===== config.mk =====
export PLATFORM = sky130hd
export DESIGN_NAME = video_timing_gen
export DESIGN_NICKNAME = d
export VERILOG_FILES = /design/src/rtl/video_timing_pkg.sv /design/src/rtl/video_delay_line.sv /design/src/rtl/video_timing_gen.sv
export SDC_FILE = /design/constraint.sdc
export NUM_CORES = 1
export LEC_CHECK = 0
export ABC_AREA = 1
export ABC_CLOCK_PERIOD_IN_PS = 1770
export BUFFER_PORTS_ARGS = -buffer_cell sky130_fd_sc_hd__buf_2
export CAP_MARGIN = 20
export CORE_ASPECT_RATIO = 0.75
export CORE_MARGIN = 2
export CORE_UTILIZATION = 45
export CTS_CLUSTER_SIZE = 20
export DETAILED_ROUTE_END_ITERATION = 10
export PLACE_DENSITY = 0.61
export SYNTH_ARGS = -nofsm -noshare
export SYNTH_HDL_FRONTEND = slang
export SYNTH_HIERARCHICAL = 1
export SYNTH_SLANG_ARGS = --single-unit

===== constraint.sdc =====
create_clock -name pixel_clk -period 1.77 [get_ports pixel_clk]
set_clock_uncertainty 0.15 [all_clocks]
set_input_delay 0.531 -clock pixel_clk [delete_from_list [all_inputs] [get_ports pixel_clk]]
set_output_delay 0.531 -clock pixel_clk [all_outputs]
set_load 0.01 [all_outputs]

===== src/rtl/video_timing_pkg.sv =====
// Video timing package: the display mode description, helpers that derive
// line/frame totals and counter widths from a mode, and the predefined modes.
package video_timing_pkg;

    // One display mode: per-axis active size, front porch, sync width and
    // back porch, plus sync polarity (0 = active-low).
    typedef struct packed {
        int unsigned hdisp;
        int unsigned hfp;
        int unsigned hpulse;
        int unsigned hbp;
        int unsigned vdisp;
        int unsigned vfp;
        int unsigned vpulse;
        int unsigned vbp;
        logic        hs_pol;
        logic        vs_pol;
    } vt_mode_t;

    function automatic int unsigned htotal(vt_mode_t m);
        return m.hdisp + m.hfp + m.hpulse + m.hbp;
    endfunction

    function automatic int unsigned vtotal(vt_mode_t m);
        return m.vdisp + m.vfp + m.vpulse + m.vbp;
    endfunction

    // Bits needed to hold 0..n-1; never less than one bit.
    function automatic int unsigned cnt_width(int unsigned n);
        return (n > 1) ? $clog2(n) : 1;
    endfunction

    localparam vt_mode_t MODE_800x480 = '{
        hdisp: 800, hfp: 40, hpulse: 48, hbp: 40,
        vdisp: 480, vfp: 13, vpulse: 3,  vbp: 29,
        hs_pol: 1'b0, vs_pol: 1'b0
    };

    localparam vt_mode_t MODE_640x480 = '{
        hdisp: 640, hfp: 16, hpulse: 96, hbp: 48,
        vdisp: 480, vfp: 10, vpulse: 2,  vbp: 33,
        hs_pol: 1'b0, vs_pol: 1'b0
    };

    // Small mode for simulation: 176 ticks per line, 96 lines per frame.
    localparam vt_mode_t MODE_160x90_SIM = '{
        hdisp: 160, hfp: 4, hpulse: 8, hbp: 4,
        vdisp: 90,  vfp: 2, vpulse: 2, vbp: 2,
        hs_pol: 1'b0, vs_pol: 1'b0
    };

endpackage


===== src/rtl/video_delay_line.sv =====
// ce-gated shift register used to align sync/blank with a fixed-latency
// read path. DEPTH=0 is a pure pass-through with no register.
// Ports:
//   clk_i   clock (rising edge)
//   rst_ni  asynchronous active-low reset, clears every stage to 0
//   ce_i    advance enable; stages hold while low
//   d_i     data in (WIDTH bits)
//   q_o     data out, DEPTH ce-ticks after d_i
module video_delay_line #(
    parameter int unsigned WIDTH = 1,
    parameter int unsigned DEPTH = 1
) (
    input  logic             clk_i,
    input  logic             rst_ni,
    input  logic             ce_i,
    input  logic [WIDTH-1:0] d_i,
    output logic [WIDTH-1:0] q_o
);

    if (DEPTH == 0) begin : g_bypass
        logic unused_ok;
        assign unused_ok = ^{clk_i, rst_ni, ce_i};
        assign q_o       = d_i;
    end else begin : g_shift
        logic [WIDTH-1:0] stage_q [DEPTH];

        always_ff @(posedge clk_i or negedge rst_ni) begin
            if (!rst_ni) begin
                for (int i = 0; i < DEPTH; i++) begin
                    stage_q[i] <= '0;
                end
            end else if (ce_i) begin
                stage_q[0] <= d_i;
                for (int i = 1; i < DEPTH; i++) begin
                    stage_q[i] <= stage_q[i-1];
                end
            end
        end

        assign q_o = stage_q[DEPTH-1];
    end

endmodule


===== src/rtl/video_timing_gen.sv =====
// Parametrised video timing generator. Horizontal/vertical counters advance
// on the pixel tick (ce). A registered request stage emits the pixel
// coordinate to fetch; sync and blank follow LAT ticks later so a fixed-
// latency frame-buffer read lines up with the display-aligned outputs.
// Ports:
//   pixel_clk      clock (rising edge)
//   pixel_rst_n    asynchronous active-low reset
//   ce             pixel tick; nothing advances while low
//   req_x, req_y   requested coordinate, 0 outside the active area
//   req_valid      request lies in the active area
//   sof            one-tick pulse on the request for (0,0)
//   video_hs       horizontal sync, display-aligned, polarity HS_POL
//   video_vs       vertical sync, display-aligned, polarity VS_POL
//   video_blank_n  1 = active pixel, display-aligned
module video_timing_gen
    import video_timing_pkg::*;
#(
    parameter int unsigned HDISP  = MODE_800x480.hdisp,
    parameter int unsigned VDISP  = MODE_800x480.vdisp,
    parameter int unsigned HFP    = MODE_800x480.hfp,
    parameter int unsigned HPULSE = MODE_800x480.hpulse,
    parameter int unsigned HBP    = MODE_800x480.hbp,
    parameter int unsigned VFP    = MODE_800x480.vfp,
    parameter int unsigned VPULSE = MODE_800x480.vpulse,
    parameter int unsigned VBP    = MODE_800x480.vbp,
    parameter bit          HS_POL = MODE_800x480.hs_pol,
    parameter bit          VS_POL = MODE_800x480.vs_pol,
    parameter int unsigned LAT    = 2
) (
    input  logic                        pixel_clk,
    input  logic                        pixel_rst_n,
    input  logic                        ce,
    output logic [cnt_width(HDISP)-1:0] req_x,
    output logic [cnt_width(VDISP)-1:0] req_y,
    output logic                        req_valid,
    output logic                        sof,
    output logic                        video_hs,
    output logic                        video_vs,
    output logic                        video_blank_n
);

    localparam vt_mode_t MODE = '{
        hdisp: HDISP, hfp: HFP, hpulse: HPULSE, hbp: HBP,
        vdisp: VDISP, vfp: VFP, vpulse: VPULSE, vbp: VBP,
        hs_pol: HS_POL, vs_pol: VS_POL
    };

    localparam int unsigned HTOTAL = htotal(MODE);
    localparam int unsigned VTOTAL = vtotal(MODE);
    localparam int unsigned HCW    = cnt_width(HTOTAL);
    localparam int unsigned VCW    = cnt_width(VTOTAL);
    localparam int unsigned XW     = cnt_width(HDISP);
    localparam int unsigned YW     = cnt_width(VDISP);

    localparam logic [HCW-1:0] HLast     = HCW'(HTOTAL - 1);
    localparam logic [HCW-1:0] HDispEnd  = HCW'(HDISP);
    localparam logic [HCW-1:0] HSyncBeg  = HCW'(HDISP + HFP);
    localparam logic [HCW-1:0] HSyncEnd  = HCW'(HDISP + HFP + HPULSE);
    localparam logic [VCW-1:0] VLast     = VCW'(VTOTAL - 1);
    localparam logic [VCW-1:0] VDispEnd  = VCW'(VDISP);
    localparam logic [VCW-1:0] VSyncBeg  = VCW'(VDISP + VFP);
    localparam logic [VCW-1:0] VSyncEnd  = VCW'(VDISP + VFP + VPULSE);

    if (HDISP < 1 || VDISP < 1 || HFP < 1 || HPULSE < 1 || HBP < 1 ||
        VFP < 1 || VPULSE < 1 || VBP < 1 || LAT > 15) begin : g_param_check
        $error("video_timing_gen: mode sizes must be >= 1 and LAT <= 15");
    end

    // ------------------------------------------------------------------
    // Counters
    // ------------------------------------------------------------------
    logic [HCW-1:0] hcnt_q, hcnt_d;
    logic [VCW-1:0] vcnt_q, vcnt_d;

    always_comb begin
        hcnt_d = hcnt_q;
        vcnt_d = vcnt_q;
        if (ce) begin
            if (hcnt_q == HLast) begin
                hcnt_d = '0;
                vcnt_d = (vcnt_q == VLast) ? '0 : vcnt_q + 1'b1;
            end else begin
                hcnt_d = hcnt_q + 1'b1;
            end
        end
    end

    // ------------------------------------------------------------------
    // Request stage: decode of the pre-increment counter values
    // ------------------------------------------------------------------
    logic          req_valid_q, req_valid_d;
    logic          sof_q, sof_d;
    logic [XW-1:0] req_x_q, req_x_d;
    logic [YW-1:0] req_y_q, req_y_d;
    logic          hs_raw_q, hs_raw_d;
    logic          vs_raw_q, vs_raw_d;

    always_comb begin
        req_valid_d = (hcnt_q < HDispEnd) && (vcnt_q < VDispEnd);
        req_x_d     = '0;
        req_y_d     = '0;
        if (req_valid_d) begin
            req_x_d = hcnt_q[XW-1:0];
            req_y_d = vcnt_q[YW-1:0];
        end
        sof_d    = (hcnt_q == '0) && (vcnt_q == '0);
        // Raw syncs are 1 inside the pulse, independent of polarity.
        hs_raw_d = (hcnt_q >= HSyncBeg) && (hcnt_q < HSyncEnd);
        vs_raw_d = (vcnt_q >= VSyncBeg) && (vcnt_q < VSyncEnd);
    end

    always_ff @(posedge pixel_clk or negedge pixel_rst_n) begin
        if (!pixel_rst_n) begin
            hcnt_q      <= '0;
            vcnt_q      <= '0;
            req_valid_q <= 1'b0;
            sof_q       <= 1'b0;
            req_x_q     <= '0;
            req_y_q     <= '0;
            hs_raw_q    <= 1'b0;
            vs_raw_q    <= 1'b0;
        end else if (ce) begin
            hcnt_q      <= hcnt_d;
            vcnt_q      <= vcnt_d;
            req_valid_q <= req_valid_d;
            sof_q       <= sof_d;
            req_x_q     <= req_x_d;
            req_y_q     <= req_y_d;
            hs_raw_q    <= hs_raw_d;
            vs_raw_q    <= vs_raw_d;
        end
    end

    assign req_valid = req_valid_q;
    assign sof       = sof_q;
    assign req_x     = req_x_q;
    assign req_y     = req_y_q;

    // ------------------------------------------------------------------
    // Display stage: LAT-tick delay of {hs_raw, vs_raw, valid}. The all-zero
    // reset encoding is the inactive state for every polarity.
    // ------------------------------------------------------------------
    logic [2:0] disp;

    video_delay_line #(
        .WIDTH(3),
        .DEPTH(LAT)
    ) u_delay (
        .clk_i (pixel_clk),
        .rst_ni(pixel_rst_n),
        .ce_i  (ce),
        .d_i   ({hs_raw_q, vs_raw_q, req_valid_q}),
        .q_o   (disp)
    );

    assign video_hs      = disp[2] ^ ~HS_POL;
    assign video_vs      = disp[1] ^ ~VS_POL;
    assign video_blank_n = disp[0];

endmodule


==> metrics, run 1 <==
# fillers 500; synthesis-stage register bit count 49; Netlist cell types 21; Initial Utilization 47.7%; number of global-route vias before repair 1,668; nets 339; Slew @ Worst Pin 0.353 ns; Slew Limit Fails 0; WL/cell 12.0 microns; PD cells 1050 nW/um^2; Synth Cell Area 2390 sq um; Synth Warn # 6; Resize count post-CTS 0; crit path kind flip-flop to flip-flop; final worst setup slack 0.232 ns; critical path capture point type flip-flop; Antenna Cells 0; Tmin final 1.54 ns; IO Port Bufs 26; final setup vio count 0; top-area cell type share of the netlist area 51.3%; period utilization 86.9%; Avg Inst Size Synth 8.02 sq um; Skew-Pair Late Insertion Delay 0.29 ns; grt total ovfl 0; Tot Pwr 2.86 mW; leakage power total 1.42 nW; CTS buffer count 5; outcome finished clean; Mapped Cells 298; # IOs 27; largest net degree at the start of global routing 50; Fin Setup TNS 0 ns; Hold Buf Count CTS 0; RSZ-0062 raised after global routing no; Seq/Total Area, Yosys 51.3%; Antenna Nets Post-Route 0; top cells by area, synth dfrtp_1, nand2_1, o21ai_0; CTS clock-pin slew for the worst setup and hold paths 0.08 ns; core area 5010 sq um; required time of the worst setup path 1.86 ns; critical path peak fanout 5; htree depth 2; Routability Congestion 0.867; first-pass GRT wire length 8.22 mm; Final Hold Viols 0; row cnt 22; initial antenna violation count 0; Worst Path Arrival 1.62 ns; Synth-to-Final Area Change 14.3%; first-pass iteration count of the detailed router 4; clk buf depth 2; Hold WS 0.0517 ns; # Post-CTS Setup Buffers 0; Starting DRT DRC Count 112; routed vias/inst 4.67; layout cells sized above 1 15.5%; Hold Path Class input pin to async pin; Via Count 1,879; critical path launch point type flip-flop; max_cap viols 0; Worst slew margin 76.4%; drt total wl 4.82 mm; TritonCTS Sinks 49; DR DRC count 0; die extent in y 67.1 microns; CTS Root Cell clkbuf_8; syn_nets 307; pre-CTS setup slack 0.0790 ns; CTS tree built; GRT Total Usage 18.5%; VDD IR max 0.700 mV; final HPWL from detailed placement 3.52 mm; Post-Route Utilization 54.5%; post-synth top area cell dfrtp_1; Die X-Extent 88.2 microns; Die ar. 5920 sq um; Achievable Freq 650 MHz
==> layer usage <==
layer | track usage, % | up-vias | wire length [microns]
met3 | 4.96 | 2 | 203
met4 | 4.55 | 0 | 26
met2 | 24.9 | 38 | 1820
met1 | 29.1 | 845 | 2770
met5 | 0 | - | 0
li1 | - | 994 | -
==> stage by stage <==
| stage | std cells | instance area, sq um |
|---|---|---|
| finish | 402 | 2730 |
| global route | 402 | 2730 |
| CTS | 402 | 2730 |
| detailed placement | 395 | 2640 |
| global placement | 395 | 2640 |
| floorplan | 298 | 2390 |
==> Yosys cell counts <==
library cell	count
and3_1	1
buf_2	4
buf_4	7
clkbuf_1	1
dfrtp_1	49
ha_1	6
inv_1	32
inv_2	3
nand2_1	101
nand3_1	19
nand3b_1	1
nand4_1	6
nor2_1	20
nor2_2	3
nor2_4	1
nor3_1	3
nor4_1	1
o2111ai_1	1
o21ai_0	25
o21ai_1	7
xor2_1	7
==> kinds of logic after synthesis <==
logic type / Yosys count / synth area share (%)
xor gates and xnor gates: 7 / 2.56
DFF: 49 / 51.3
buffers and inverters: 47 / 8.69
adders and majority gates: 6 / 3.14
and+or+nand+nor: 156 / 27.3
AOI/OAI and AO/OA: 33 / 7.06
==> state kept, by name, indices dropped and copies added, names as in the netlist <==
register	cells
hcnt_q	10
req_x	10
vcnt_q	10
req_y	9
u_delay/g_shift.stage_q	3
u_delay/q_o	3
hs_raw_q	1
req_valid	1
sof	1
vs_raw_q	1
==> power breakdown <==
| group | internal, mW | switching, mW | total (mW) |
|---|---|---|---|
| Sequential | 1.33 | 0.195 | 1.52 |
| Clock | 0.309 | 0.346 | 0.655 |
| Combinational | 0.259 | 0.426 | 0.685 |
==> final timing paths <==
check / depth (start not counted) / endpoint / startpoint / slack, ns
worst max-delay path: 7 / vcnt_q[7] / hcnt_q[5] / 0.23
worst min-delay path: 2 / req_x[5] / pixel_rst_n / 0.05
worst max register to register: 7 / vcnt_q[7] / hcnt_q[5] / 0.23
worst min register to register: 2 / u_delay/q_o[0] / u_delay/q_o[0] / 0.32
max in group asynchronous: 2 / vcnt_q[4] / pixel_rst_n / 1.19
min in group pixel_clk: 2 / u_delay/q_o[0] / u_delay/q_o[0] / 0.32
==> final cells by class <==
class                   count  area [sq um]  area share, %
inverters                  35           131           4.81
flip-flops and latches     49          1230           44.9
clock buffers               6          82.6           3.02
clock inverters             1          7.51          0.275
well taps                  72          90.1           3.30
multi-input cells         202           957           35.0
repair buffers             37           238           8.70
==> cell usage in the layout (no fill, tap or decap) <==
cell type / count
o21ai_0: 25
xor2_1: 7
nand2_1: 101
nor4_1: 1
buf_12: 2
inv_1: 32
nand4_1: 6
nand3b_1: 1
inv_2: 3
nor2_2: 3
dfrtp_1: 49
nand3_1: 19
clkinvlp_4: 1
o2111ai_1: 1
and3_1: 1
buf_2: 26
ha_1: 6
nor3_1: 3
nor2_1: 20
nor2_4: 1
clkbuf_8: 6
buf_4: 9
o21ai_1: 7
==> critical path, stage by stage (launching register included) <==
cell	delay (ns)
dfrtp_1	0.42
inv_1	0.16
nand2_1	0.07
nor2_1	0.12
nand3_1	0.16
nor2_2	0.23
nand3_1	0.10
nand2_1	0.07
Power figures use the tool's default switching activity.
==> inputs of run 2 (changes only) <==
ABC_AREA = not set   (was 1)
==> run 2 against run 1 <==
Sequential share of layout area down 2.7 points. First-iteration DRC count down 5.4%. Critical path depth up 1. Synthesized area down 1.5%.
==> metrics, run 2 <==
worst setup path startpoint vcnt_q[1]; nets 263; cells along the critical path inv_2 > ha_4 > nor4b_4 > buf_4 > nand4_1 > buf_6 > a21oi_4 > mux2i_1; Antenna Cells 0; routed vias/inst 5.62; FF-to-FF setup slack 0.06 ns; CTS clock-pin slew for the worst setup and hold paths 0.10 ns; Mapped Cells 201; CP top delay family flip-flops; compound-gate portion of the synthesized area 15.9%; multi-input combinational cell area 1020 sq um; CTS tree built; Antenna Nets Post-Route 0; post-synth top area cell dfrtp_1; crit-path max cell delay 0.40 ns; Achievable Freq 584 MHz; max_cap viols 0; FF-to-FF End vcnt_q[3]; CP max-delay cell dfrtp_1; grt total ovfl 0; xor and xnor area share after synthesis 2.23%; final HPWL from detailed placement 3.80 mm; first-pass GRT wire length 8.87 mm; Die ar. 5840 sq um; Seq/Total Area, Yosys 52.0%; Hold Buf Count CTS 0; CTS Root Cell clkbuf_8; largest net degree at the start of global routing 50; outcome finished clean; Skew-Pair Late Insertion Delay 0.31 ns; number of global-route vias before repair 1,753; Slew @ Worst Pin 0.390 ns; max layer used met4; Post-Route Utilization 58.7%; die extent in y 66.7 microns; GRT Total Usage 20.0%; drt total wl 5.37 mm; Post-synth EDFFs 0; critical path launch point type flip-flop; Synth Flop Type dfrtp_1; RSZ-0062 raised after global routing yes; adder-cell share of the synthesized area 3.19%; clk buf depth 2; htree depth 2; first-pass iteration count of the detailed router 4; leakage power total 1.43 nW; final instance area 2910 sq um; Hold Path Class input pin to async pin; Slew Limit Fails 0; IO Port Bufs 26; Worst slew margin 73.7%; period utilization 96.8%; PD cells 887 nW/um^2; post-synthesis mux area share 4.25%; WL met2 2.32 mm; critical path peak fanout 6; post-synthesis simple-gate area fraction 15.2%; initial antenna violation count 0; most frequent cells in the layout dfrtp_1, buf_4, buf_2, a22o_2, nand2_1; layout cells sized above 1 43.1%; core area 4950 sq um; Worst Path Arrival 1.75 ns; critical path capture point type flip-flop; met1 wire length 2.75 mm; Synth Cell Area 2360 sq um; CTS buffer count 5; Critical R2R Launch vcnt_q[1]; row cnt 22; synth cell count leaders dfrtp_1, a22o_2, nand2_1, o21ai_0, inv_1; synthesis-stage register bit count 49; Initial Utilization 47.6%; Starting DRT DRC Count 106; most common library cell in the layout ignoring fill and taps dfrtp_1; metal3 WL 228 microns; Via Count 1,771; WL/cell 17.0 microns; Synth Warn # 6; Synth-to-Final Area Change 23.4%; final setup vio count 0; Routability Congestion 0.866; crit path kind flip-flop to flip-flop; # IOs 27; Netlist cell types 45; sequential cell area 1230 sq um; top-area cell type share of the netlist area 52.0%; Reg2Reg Depth 8; required time of the worst setup path 1.80 ns; DR DRC count 0; VDD IR max 0.509 mV; TritonCTS Sinks 49; syn_nets 210; Tmin final 1.71 ns; combinational family with the most area after synthesis compound AO/OA/AOI/OAI gates; Die X-Extent 87.6 microns; # fillers 427; top cells by area, synth dfrtp_1, a22o_2, mux2_4; placed cell areas 2700 sq um; most common cell in the netlist dfrtp_1; Worst Path Buf+Inv 3; Avg Inst Size Synth 11.7 sq um; Final Hold Viols 0; ys async rst share 100%
run 2: area by class of cell:
type                    instances  area share [%]
clock buffers                   5            2.37
clock inverters                 3            2.37
inverters                      13            1.68
multi-input cells             125            35.0
flip-flops and latches         49            42.2
well taps                      60            2.58
repair buffers                 60            13.8
run 2: power by group:
group / total (mW) / switching (mW) / internal (mW)
clock network: 0.969 / 0.401 / 0.569
registers: 1.22 / 0.0427 / 1.18
logic: 0.391 / 0.222 / 0.169
run 2: per-layer routing:
metal,GRT usage [%],vias up
met5,0,-
met4,5.77,0
met3,3.84,8
met2,28.0,35
met1,31.0,895
li1,-,833
run 2: stage by stage:
step | setup slack (ns) | total power, mW | cells | hold slack [ns] | TNS, ns
final | 0.0572 | 2.58 | 315 | 0.0431 | 0
after global routing | -0.0510 | 2.67 | 315 | 0.0664 | -0.0886
after CTS | 0.0163 | 2.58 | 314 | 0.0507 | 0
after detailed placement | -0.0528 | 1.62 | 306 | 0.345 | -0.0954
after global placement | -0.0177 | 1.60 | 306 | 0.337 | -0.0317
after floorplan | 0.0315 | 1.45 | 201 | 0.0854 | 0
run 2: timing repair:
item | CTS | global route
gates cloned | 0 | 0
buffers inserted | 0 | 1
resized for setup | 1 | 17
endpoints found under the setup margin | 3 | 28
pin swaps | 0 | 3
run 2: how the worst max path moves through the flow:
stage           endpoint  slack, ns  cells past startpoint
2_1_floorplan  vcnt_q[2]       0.03                      6
3_3_place_gp   vcnt_q[3]      -0.02                      8
3_5_place_dp   vcnt_q[0]      -0.05                      5
4_1_cts        vcnt_q[2]       0.02                      8
5_1_grt        vcnt_q[3]      -0.05                      8
6_report       vcnt_q[3]       0.06                      8
run 2: worst register-to-register path, stage by stage (launching register included):
cell and delay (ns):
dfrtp_1 0.40, inv_2 0.08, ha_4 0.14, nor4b_4 0.18, buf_4 0.15, nand4_1 0.11
buf_6 0.17, a21oi_4 0.12, mux2i_1 0.09
run 2: cells by family (layout without fill, tap and decap cells):
group           after synthesis  after routing
simple gates                 58             58
buf+inv                      27             81
flops                        49             49
compound gates               48             48
mux                           7              7
xor+xnor                      6              6
fa+ha+maj                     6              6
==> inputs of run 3 (changes only) <==
RECOVER_POWER = 50   (was not set)
==> run 3 against run 2 <==
Maximum frequency decreased by 0.12%. Clock power about the same. Power decreased by 0.50%. Critical path type unchanged. Design area decreased by 1.3%. Critical path depth unchanged. Utilization decreased by 0.78 points. Setup slack got worse by 0.0021 ns. Largest power group unchanged. Clock-buffer cell count unchanged. Global-route usage unchanged. Routed wire length decreased by 0.28%. Largest cell class unchanged.
==> metrics, run 3 (synthesized netlist as in run 2, its figures left out) <==
Hold Startpoint u_delay/q_o[0]; dpl cells 306; period utilization 96.9%; largest net degree at the start of global routing 50; core area 4950 sq um; required time of the worst setup path 1.81 ns; Fin Setup TNS 0 ns; initial antenna violation count 0; critical path capture point type flip-flop; DR DRC count 0; row cnt 22; most frequent cells in the layout dfrtp_1, buf_4, buf_2, a22o_2, nand2_1; crit-path max cell delay 0.40 ns; critical path launch point type flip-flop; # IOs 27; final non-filler cell total 315; number of global-route vias before repair 1,753; Worst Path Arrival 1.75 ns; Hold Buf Count CTS 0; Final Hold Viols 0; drt total wl 5.35 mm; Slew @ Worst Pin 1.20 ns; CTS tree built; final setup vio count 0; Tot Pwr 2.57 mW; leakage power total 1.41 nW; # fillers 433; placed cell areas 2700 sq um; htree depth 2; Skew-Pair Late Insertion Delay 0.31 ns; layout cells sized above 1 40.4%; CP max-delay cell dfrtp_1; first-pass iteration count of the detailed router 4; die extent in y 66.7 microns; worst hold endpoint u_delay/q_o[0]; cells along the critical path inv_2 > ha_4 > nor4b_4 > buf_4 > nand4_1 > buf_6 > a21oi_4 > mux2i_1; Synth-to-Final Area Change 21.8%; Routability Congestion 0.866; routed vias/inst 5.62; clk buf depth 2; final HPWL from detailed placement 3.80 mm; critical path peak fanout 6; Slew Limit Fails 0; most common library cell in the layout ignoring fill and taps dfrtp_1; TritonCTS Sinks 49; nets 263; VDD IR max 0.511 mV; final instance area 2870 sq um; max_cap viols 0; Worst slew margin 19.7%; first-pass GRT wire length 8.87 mm; Critical R2R Launch vcnt_q[1]; outcome finished clean; grt total ovfl 0; Starting DRT DRC Count 108; PD cells 894 nW/um^2; Achievable Freq 583 MHz; IO Port Bufs 26; RSZ-0062 raised after global routing yes; Antenna Nets Post-Route 0; crit path kind flip-flop to flip-flop; GRT Total Usage 20.0%; Reg2Reg Depth 8; Initial Utilization 47.6%; Hold Path Class flip-flop to flip-flop; Tmin final 1.71 ns; Die ar. 5840 sq um; pre-CTS setup slack -0.0528 ns; final worst setup slack 0.0551 ns; multi-input combinational cell area 1000 sq um; FF-to-FF setup slack 0.06 ns; sequential cell area 1230 sq um; hold-critical path depth 1; Antenna Cells 0; Via Count 1,770; CTS clock-pin slew for the worst setup and hold paths 0.10 ns; Die X-Extent 87.6 microns; CTS Root Cell clkbuf_8; FF-to-FF End vcnt_q[3]; CTS buffer count 5; WL/cell 17.0 microns
[run 3: power breakdown]
| part | internal [mW] | leakage, nW | total [mW] | switching [mW] |
|---|---|---|---|---|
| logic | 0.159 | 0.690 | 0.380 | 0.222 |
| clock network | 0.569 | 0.0687 | 0.968 | 0.399 |
| registers | 1.18 | 0.649 | 1.22 | 0.0420 |
| total | 1.90 | 1.41 | 2.57 | 0.662 |
[run 3: metal layers]
metal | routed length [microns] | track usage, % | vias up
met5 | 0 | 0 | -
met1 | 2680 | 31.0 | 895
met4 | 56 | 5.77 | 0
met3 | 261 | 3.84 | 7
met2 | 2360 | 28.0 | 36
li1 | - | - | 832
[run 3: what timing repair did]
action / 4_1_cts / 5_1_grt
setup buffers: 0 / 1
pin swaps: 0 / 3
resized for setup: 1 / 17
setup endpoints to repair: 3 / 28
[run 3: how the worst max path moves through the flow]
| stage | cells after the start | start | slack [ns] | end |
|---|---|---|---|---|
| after detailed placement | 5 | ce | -0.05 | vcnt_q[0] |
| after CTS | 8 | vcnt_q[0] | 0.02 | vcnt_q[2] |
| final | 8 | vcnt_q[1] | 0.06 | vcnt_q[3] |
| after floorplan | 6 | vcnt_q[0] | 0.03 | vcnt_q[2] |
| after global placement | 8 | vcnt_q[0] | -0.02 | vcnt_q[3] |
| after global routing | 8 | vcnt_q[1] | -0.05 | vcnt_q[3] |
[run 3: worst max-delay path, delay by kind of cell, from the launching register on]
| kind | cells | cell delay (ns) |
|---|---|---|
| AOI/OAI and AO/OA | 1 | 0.11 |
| adders and majority gates | 1 | 0.14 |
| buffers and inverters | 3 | 0.40 |
| DFF | 1 | 0.40 |
| muxes | 1 | 0.09 |
| and+or+nand+nor | 2 | 0.29 |
[run 3: final cells by class]
| class | instances | area share [%] |
|---|---|---|
| Sequential cell | 49 | 42.7 |
| Inverter | 13 | 1.70 |
| Tap cell | 60 | 2.62 |
| Clock buffer | 5 | 2.40 |
| Timing Repair Buffer | 60 | 13.2 |
| Clock inverter | 3 | 2.40 |
| Multi-Input combinational cell | 125 | 35.0 |
[run 3: through the flow]
stage | utilization, % | hold slack [ns]
floorplan | - | 0.0854
finish | 57.9 | 0.345
global route | 57.9 | 0.371
detailed placement | 54.5 | 0.345
CTS | 57.4 | 0.0507
global placement | 54.5 | 0.337
